<file path="config.mk">
export PLATFORM = sky130hd
export DESIGN_NAME = mem_stage_ctrl
export DESIGN_NICKNAME = d
export VERILOG_FILES = /design/src/rtl/mem_stage_ctrl_pkg.sv /design/src/rtl/mem_stage_ctrl_dff.sv /design/src/rtl/mem_stage_ctrl.sv
export SDC_FILE = /design/constraint.sdc
export NUM_CORES = 1
export LEC_CHECK = 0
export ABC_AREA = 1
export CAP_MARGIN = 20
export CORE_MARGIN = 2
export CORE_UTILIZATION = 40
export DETAILED_ROUTE_END_ITERATION = 16
export GPL_ROUTABILITY_DRIVEN = 0
export MAX_ROUTING_LAYER = met4
export PLACE_DENSITY = 0.72
export SLEW_MARGIN = 10
export SYNTH_ARGS = -nofsm -noshare
export SYNTH_HDL_FRONTEND = slang
export SYNTH_SLANG_ARGS = --single-unit
</file>
<file path="constraint.sdc">
create_clock -name clk -period 4.46 [get_ports clk]
set_input_delay 0.892 -clock clk [delete_from_list [all_inputs] [get_ports clk]]
set_output_delay 0.892 -clock clk [all_outputs]
set_load 0.01 [all_outputs]
</file>
<file path="src/rtl/mem_stage_ctrl_pkg.sv">
// Shared constants and FSM encodings for the MEM-stage memory handshake controller.
package mem_stage_ctrl_pkg;

  localparam int unsigned DATA_W          = 16;
  localparam int unsigned ADDR_ALIGN_BIT  = 0;
  localparam int unsigned TIMEOUT_DEFAULT = 255;

  typedef enum logic [1:0] {
    ST_IDLE   = 2'b00,
    ST_WAIT   = 2'b01,
    ST_HALTED = 2'b10
  } state_t;

endpackage

</file>
<file path="src/rtl/mem_stage_ctrl_dff.sv">
// 16-bit register with enable and asynchronous active-high reset.
module dff_16bit (
  input  logic        clk,
  input  logic        rst,
  input  logic        en,
  input  logic [15:0] d,
  output logic [15:0] q
);

  always_ff @(posedge clk or posedge rst) begin
    if (rst) begin
      q <= '0;
    end else if (en) begin
      q <= d;
    end
  end

endmodule

</file>
<file path="src/rtl/mem_stage_ctrl.sv">
// MEM-stage controller: issues one memory request at a time, stalls the pipeline
// while it is outstanding, and handles misalignment, timeout, error and halt.
module mem_stage_ctrl
  import mem_stage_ctrl_pkg::*;
#(
  parameter int unsigned TIMEOUT = TIMEOUT_DEFAULT
) (
  input  logic              clk,
  input  logic              rst,
  input  logic              MemEn_in,
  input  logic              MemWr_in,
  input  logic              halt_in,
  input  logic              err_in,
  input  logic [DATA_W-1:0] addr_in,
  input  logic [DATA_W-1:0] wdata_in,
  input  logic              mem_Stall,
  input  logic              mem_Done,
  input  logic [DATA_W-1:0] mem_rdata,
  output logic              mem_Rd,
  output logic              mem_Wr,
  output logic [DATA_W-1:0] mem_addr,
  output logic [DATA_W-1:0] mem_wdata,
  output logic              mem_createdump,
  output logic              stall_out,
  output logic [DATA_W-1:0] rdata_out,
  output logic              err_out,
  output logic              halt_out
);

  localparam int unsigned CNT_W = $clog2(TIMEOUT + 1);

  state_t            state_q, state_d;
  logic [CNT_W-1:0]  cnt_q, cnt_d;
  logic [DATA_W-1:0] addr_q, addr_d;
  logic [DATA_W-1:0] wdata_q, wdata_d;
  logic              load_q, load_d;
  logic [DATA_W-1:0] hold_q;
  logic              hold_en;

  always_ff @(posedge clk or posedge rst) begin
    if (rst) begin
      state_q <= ST_IDLE;
      cnt_q   <= '0;
      addr_q  <= '0;
      wdata_q <= '0;
      load_q  <= 1'b0;
    end else begin
      state_q <= state_d;
      cnt_q   <= cnt_d;
      addr_q  <= addr_d;
      wdata_q <= wdata_d;
      load_q  <= load_d;
    end
  end

  // Only load completions carry meaningful read data, so stores leave the hold register alone.
  dff_16bit u_hold (
    .clk (clk),
    .rst (rst),
    .en  (hold_en),
    .d   (mem_rdata),
    .q   (hold_q)
  );

  always_comb begin
    state_d        = state_q;
    cnt_d          = cnt_q;
    addr_d         = addr_q;
    wdata_d        = wdata_q;
    load_d         = load_q;
    hold_en        = 1'b0;
    mem_Rd         = 1'b0;
    mem_Wr         = 1'b0;
    mem_addr       = addr_q;
    mem_wdata      = wdata_q;
    mem_createdump = 1'b0;
    stall_out      = 1'b0;
    rdata_out      = hold_q;
    err_out        = err_in;
    halt_out       = 1'b0;

    unique case (state_q)
      ST_IDLE: begin
        if (halt_in) begin
          mem_createdump = 1'b1;
          halt_out       = 1'b1;
          state_d        = ST_HALTED;
        end else if (MemEn_in && !err_in) begin
          if (addr_in[ADDR_ALIGN_BIT]) begin
            err_out = 1'b1;
          end else if (mem_Stall) begin
            stall_out = 1'b1;
          end else begin
            mem_Rd    = !MemWr_in;
            mem_Wr    = MemWr_in;
            mem_addr  = addr_in;
            mem_wdata = wdata_in;
            addr_d    = addr_in;
            wdata_d   = wdata_in;
            load_d    = !MemWr_in;
            if (mem_Done) begin
              rdata_out = mem_rdata;
              hold_en   = !MemWr_in;
            end else begin
              stall_out = 1'b1;
              state_d   = ST_WAIT;
              cnt_d     = '0;
            end
          end
        end
      end
      ST_WAIT: begin
        stall_out = 1'b1;
        cnt_d     = cnt_q + CNT_W'(1);
        if (mem_Done) begin
          stall_out = 1'b0;
          rdata_out = mem_rdata;
          hold_en   = load_q;
          state_d   = ST_IDLE;
        end else if (cnt_q == CNT_W'(TIMEOUT - 1)) begin
          err_out   = 1'b1;
          stall_out = 1'b0;
          state_d   = ST_IDLE;
        end
      end
      ST_HALTED: begin
        stall_out = 1'b1;
        halt_out  = 1'b1;
      end
      default: state_d = ST_IDLE;
    endcase

    // Reset is asynchronous, so the combinational outputs are silenced with it too.
    if (rst) begin
      hold_en        = 1'b0;
      mem_Rd         = 1'b0;
      mem_Wr         = 1'b0;
      mem_addr       = '0;
      mem_wdata      = '0;
      mem_createdump = 1'b0;
      stall_out      = 1'b0;
      rdata_out      = '0;
      err_out        = 1'b0;
      halt_out       = 1'b0;
    end
  end

endmodule

</file>
==> flow_summary.ini, run 1 <==
[layout]
drive_gt1_share_pct = 5.946
diodes = 0
area_growth_pct = 41.73
instances_no_fill = 657
fin_nets = 608

[clock_tree]
clk_latency_ns = 0.33
htree_levels = 3
cts-resized-gates = 0
cts_setup_buffers = 0
ctsRootBufferMaster = clkbuf_8
numCtsBuffers = 9
clockBufferDepth = 2
cts_tree = built
clk_pin_slew_ns = 0.06
ctsHoldBuffers = 0
cts.sinks = 59

[place]
port_buffers = 109
dp.final_hpwl_mm = 5.601
place_ws_ns = 0.5339
place_inst = 641

[timing]
holdWs_ns = 0.4706
max_slew_margin_pct = 49.75
tightest_slew_ns = 0.7514
skew_ns = 0.002347
min_period_ns = 3.936
fin_crit_sh_pct = 88.25
fin_ws_ns = 0.5240
slew_viol_final = 0
max_freq_mhz = 254.1
fin_setup_tns_ns = 0
rsz0062_at_grt = no
setup_viol = 0
hold_viol_final = 0

[power]
seqPwrFrac_pct = 50.3
vdd_drop_max_mv = 0.1894
switching_share_pct = 22.94
clkPwrFrac_pct = 39.5
p_per_area_nw_per_um2 = 239.1
power.switching_mw = 0.2482
p_leak_nw = 2.536
finalPower_mw = 1.082
internal-power_mw = 0.8336
p_comb_share_pct = 10.2

[logic_synthesis]
syn_area_um2 = 3193
syn_inst = 443
ys_seq_area_share_pct = 46.24
ys_types = 27
ys_ff_latch = 59
avgSynthCellArea_um2 = 7.208
syn_nets = 501
synth-warning-count = 0

[critical_path]
cp-start-kind = input port
r2r_start = state_q[1]
reg2reg_to = u_hold.q[7]
worstSetupPathType = input port to output port
crit_arrival_ns = 3.04
cp_max_fo = 40
setup.worst_path.end_class = output port
required_ns = 3.57
r2r_slack_ns = 2.66
ff2ff_path_depth = 4

[global_routing]
grt_max_degree = 50
groute.usage.overall_pct = 19.89
grt_pass1_vias = 2991
antenna_found_initial = 0
grt_pass1_wl_mm = 13.48
gr-total-overflow = 0

[drt]
routed_wl_mm = 7.702
dr.pass1.iters = 5
via_count = 3064
drt_iter0_drc = 127
wire_per_inst_um = 11.72
vias_per_cell = 4.664
drc = 0
final_antenna_net_count = 0

[floorplan]
io_pins = 110
core_area_um2 = 7727
floorplan.initialDensity_pct = 41.32
placementRows = 32
die_y_um = 93.35
die_w_um = 93.35
die-area_um2 = 8713

[job]
maxCapViolations = 0

[run_status]
outcome = finished clean

[hold_path]
min_from = u_hold.q[14]
min_to = u_hold.q[14]
hold_depth = 2
hp-class = flop to flop
[flip-flops by register name, indices dropped and copies added, names as in the netlist]
signal and count:
load_q 1, wdata_q 16, state_q 2, cnt_q 8, u_hold.q 16, addr_q 16
[worst max-delay path by stage]
stage	depth (start not counted)	to	slack (ns)	startpoint
final	9	mem_addr[10]	0.52	MemEn_in
after detailed placement	9	mem_addr[15]	0.53	MemEn_in
after global placement	11	mem_addr[15]	0.57	err_in
after global routing	9	mem_addr[10]	0.32	MemEn_in
after CTS	9	mem_addr[10]	0.53	MemEn_in
after floorplan	4	stall_out	0.48	rst
[critical path, cell delays in order]
cell             delay (ns)
clkdlybuf4s50_1        0.48
nand2_1                0.09
nor2_2                 0.16
nand3_2                0.12
clkinv_2               0.26
buf_12                 0.24
o21ai_1                0.11
nor2_1                 0.13
clkdlybuf4s50_1        0.56
[Yosys cell counts, drive strengths merged]
master / number / area [um2]
a21oi: 11 / 55.05
a31oi: 1 / 6.260
buf: 15 / 100.1
clkbuf: 5 / 18.77
clkinv: 2 / 8.750
dfrtp: 59 / 1476
ha: 2 / 25.02
inv: 86 / 322.8
nand2: 115 / 454.2
nand3: 38 / 195.2
nand4: 6 / 43.79
nor2: 54 / 229.0
nor3: 6 / 41.29
nor4: 1 / 6.260
o21ai: 42 / 210.2
[metrics by stage]
| step | cell area [um2] | util, % |
|---|---|---|
| global placement | 4353 | 56.33 |
| CTS | 4526 | 58.57 |
| detailed placement | 4353 | 56.33 |
| global route | 4526 | 58.57 |
| finish | 4526 | 58.57 |
| floorplan | 3193 | - |
[routing by layer]
| metal | GRT usage, % | routed length (um) | share of wire [%] | vias to the layer above |
|---|---|---|---|---|
| met2 | 31.53 | 3633 | 47 | 93 |
| met1 | 24.58 | 3375 | 44 | 1396 |
| met3 | 6.446 | 622 | 8.1 | 9 |
| li1 | - | - | - | 1566 |
| met4 | 5.515 | 70 | 0.91 | 0 |
| met5 | - | 0 | 0 | - |
[cell usage in the layout (no fill, tap or decap)]
master	Yosys	routed
nand2_1	112	112
clkdlybuf4s50_1	0	108
inv_1	85	85
dfrtp_1	59	59
nor2_1	51	51
nand3_1	37	37
o21ai_1	31	31
o21ai_0	11	11
a21oi_1	11	11
clkbuf_8	0	11
buf_4	5	6
nand4_1	5	5
nor3_1	5	5
nand2_4	3	3
clkinv_2	1	3
clkbuf_1	5	3
inv_2	1	2
ha_1	2	2
nor2_2	1	1
nor2_4	1	1
nand4_2	1	1
nor2_8	1	1
nor3_4	1	1
nand3_2	1	1
a31oi_1	1	1
nor4_1	1	1
buf_2	8	1
buf_12	0	1
[power by group through the flow]
stage / clock network (mW) / registers (mW) / logic, mW
floorplan: 0 / 0.553 / 0.0387
global placement: 0 / 0.554 / 0.110
detailed placement: 0 / 0.554 / 0.111
CTS: 0.441 / 0.544 / 0.112
global route: 0.465 / 0.545 / 0.122
finish: 0.427 / 0.544 / 0.110
[cell families after synthesis]
family	share of synthesized area [%]
AO/OA/AOI/OAI	8.503
adder cells (fa/ha/maj)	0.7836
buffers and inverters	14.11
flip-flops	46.24
AND/OR/NAND/NOR	30.37
[layout make-up]
cell class                      count  area (um2)
Clock inverter                      2       10.01
Inverter                           88       331.6
Clock buffer                       14       162.7
Multi-Input combinational cell    276        1266
Tap cell                          102       127.6
Sequential cell                    59        1476
Timing Repair Buffer              116        1151
Fill cell                         694        3202
Power figures use the tool's default switching activity.
==> run 2, diff against run 1 <==
Settings changed: ABC_CLOCK_PERIOD_IN_PS set to 4500.
Clock period 4.46 ns to 4.5 ns, I/O delays scaled along.
==> run 2 against run 1 <==
Against the previous run: combinational power about the same; global-route usage rose by 0.35 points; cell count stayed put; clock power increased by 45%; non-clock buffer count stayed put; critical endpoint is now rdata_out[15].
==> flow_summary.ini, run 2 (synthesis gave the netlist of run 1 again) <==
[timing]
tightest_slew_ns = 0.7270
min_period_ns = 4.028
rsz0062_at_grt = no
fin_ws_ns = 0.4718
hold_viol_final = 0
fin_setup_tns_ns = 0
max_freq_mhz = 248.2
fin_crit_sh_pct = 89.52
slew_viol_final = 0
holdWs_ns = 0.4707
max_slew_margin_pct = 51.37
skew_ns = 0.006796
setup_viol = 0

[clock_tree]
clk_latency_ns = 0.34
ctsHoldBuffers = 0
cts-resized-gates = 0
clk_pin_slew_ns = 0.06
ctsRootBufferMaster = clkbuf_8
cts_tree = built
cts_setup_buffers = 0
cts.sinks = 59
numCtsBuffers = 9
clockBufferDepth = 2
htree_levels = 3

[drt]
wl_met2_mm = 3.767
wl_met3_um = 613
wire_per_inst_um = 12.15
top_layer = met4
wl_met1_mm = 3.502
via_count = 3144
drc = 0
vias_per_cell = 4.785
final_antenna_net_count = 0
routed_wl_mm = 7.980
drt_iter0_drc = 110
dr.pass1.iters = 4

[floorplan]
floorplan.initialDensity_pct = 41.32
die_y_um = 93.35
io_pins = 110
die_w_um = 93.35
die-area_um2 = 8713
core_area_um2 = 7727
placementRows = 32

[layout]
reg_top3 = addr_q x16, u_hold.q x16, wdata_q x16
drive_gt1_share_pct = 6.486
layout_commonest_cell = nand2_1
diodes = 0
area_growth_pct = 44.47
regArea_um2 = 1476
fill_cells = 695
multi_input_area_um2 = 1266
final_util_pct = 59.70
fin_nets = 608
final_cell_mix = nand2_1 (112), clkdlybuf4s50_1 (108), inv_1 (85)

[global_routing]
grt_max_degree = 50
groute.usage.overall_pct = 20.24
gr-total-overflow = 0
antenna_found_initial = 0
grt_pass1_wl_mm = 13.72
grt_pass1_vias = 3039

[critical_path]
cp-start-kind = input port
setup.worst_path.end_class = output port
required_ns = 3.60
critPathLaunch = MemEn_in
worstSetupPathType = input port to output port
cp_max_fo = 21
r2r_start = state_q[1]
crit_arrival_ns = 3.13

[power]
p_leak_nw = 2.578
vdd_drop_max_mv = 0.1446
finalPower_mw = 1.269
p_per_area_nw_per_um2 = 275.0

[hold_path]
min_from = u_hold.q[1]
hp-class = flop to flop

[run_status]
outcome = finished clean

[place]
dp.final_hpwl_mm = 5.575
port_buffers = 109
place_ws_ns = 0.4592

[job]
maxCapViolations = 0
## run 2: cell types whose count changed in the layout (fill, tap and decap cells not counted)
cell       change
bufinv_16      +3
clkbuf_1       -3
clkbuf_8       +1
clkinv_2       -1
## run 2: routing by layer
layer,up-vias,track usage (%)
met5,-,-
met4,0,6.127
met3,9,7.655
met2,90,32.37
met1,1480,23.84
li1,1565,-
## run 2: report_power, final
| part | switching, mW | total (mW) | internal, mW |
|---|---|---|---|
| clock | 0.207 | 0.620 | 0.412 |
| sequential | 0.00306 | 0.539 | 0.536 |
| combinational | 0.0484 | 0.109 | 0.0611 |
## run 2: path summary, 6_finish.rpt
| kind | to | slack (ns) | cells after the start |
|---|---|---|---|
| hold / removal | u_hold.q[1] | 0.47 | 2 |
| setup / recovery | rdata_out[15] | 0.47 | 10 |
| min in group asynchronous | wdata_q[2] | 0.63 | 2 |
| max in group asynchronous | addr_q[5] | 3.16 | 3 |
| hold reg to reg | u_hold.q[1] | 0.47 | 2 |
| setup reg to reg | addr_q[6] | 2.70 | 6 |
## run 2: worst max-delay path: stages
cell and delay, ns:
clkdlybuf4s50_1 0.48, nand2_1 0.09, nor2_2 0.16, nand2_1 0.07, nand2_1 0.10, nand2_1 0.41
buf_4 0.31, nor2_1 0.09, nor2_1 0.06, clkdlybuf4s50_1 0.47
## run 2: through the flow
stage / area [um2] / cells
3_5_place_dp: 4353 / 641
3_3_place_gp: 4353 / 641
4_1_cts: 4613 / 657
5_1_grt: 4613 / 657
6_report: 4613 / 657
2_1_floorplan: 3193 / 443
## run 2: layout make-up
class / instances / area share, %
sequential: 59 / 32.00
tap: 102 / 2.766
timing repair buffer: 116 / 24.95
multi-input combinational: 276 / 27.45
clock inverter: 4 / 2.061
inverter: 88 / 7.187
clock buffer: 12 / 3.580
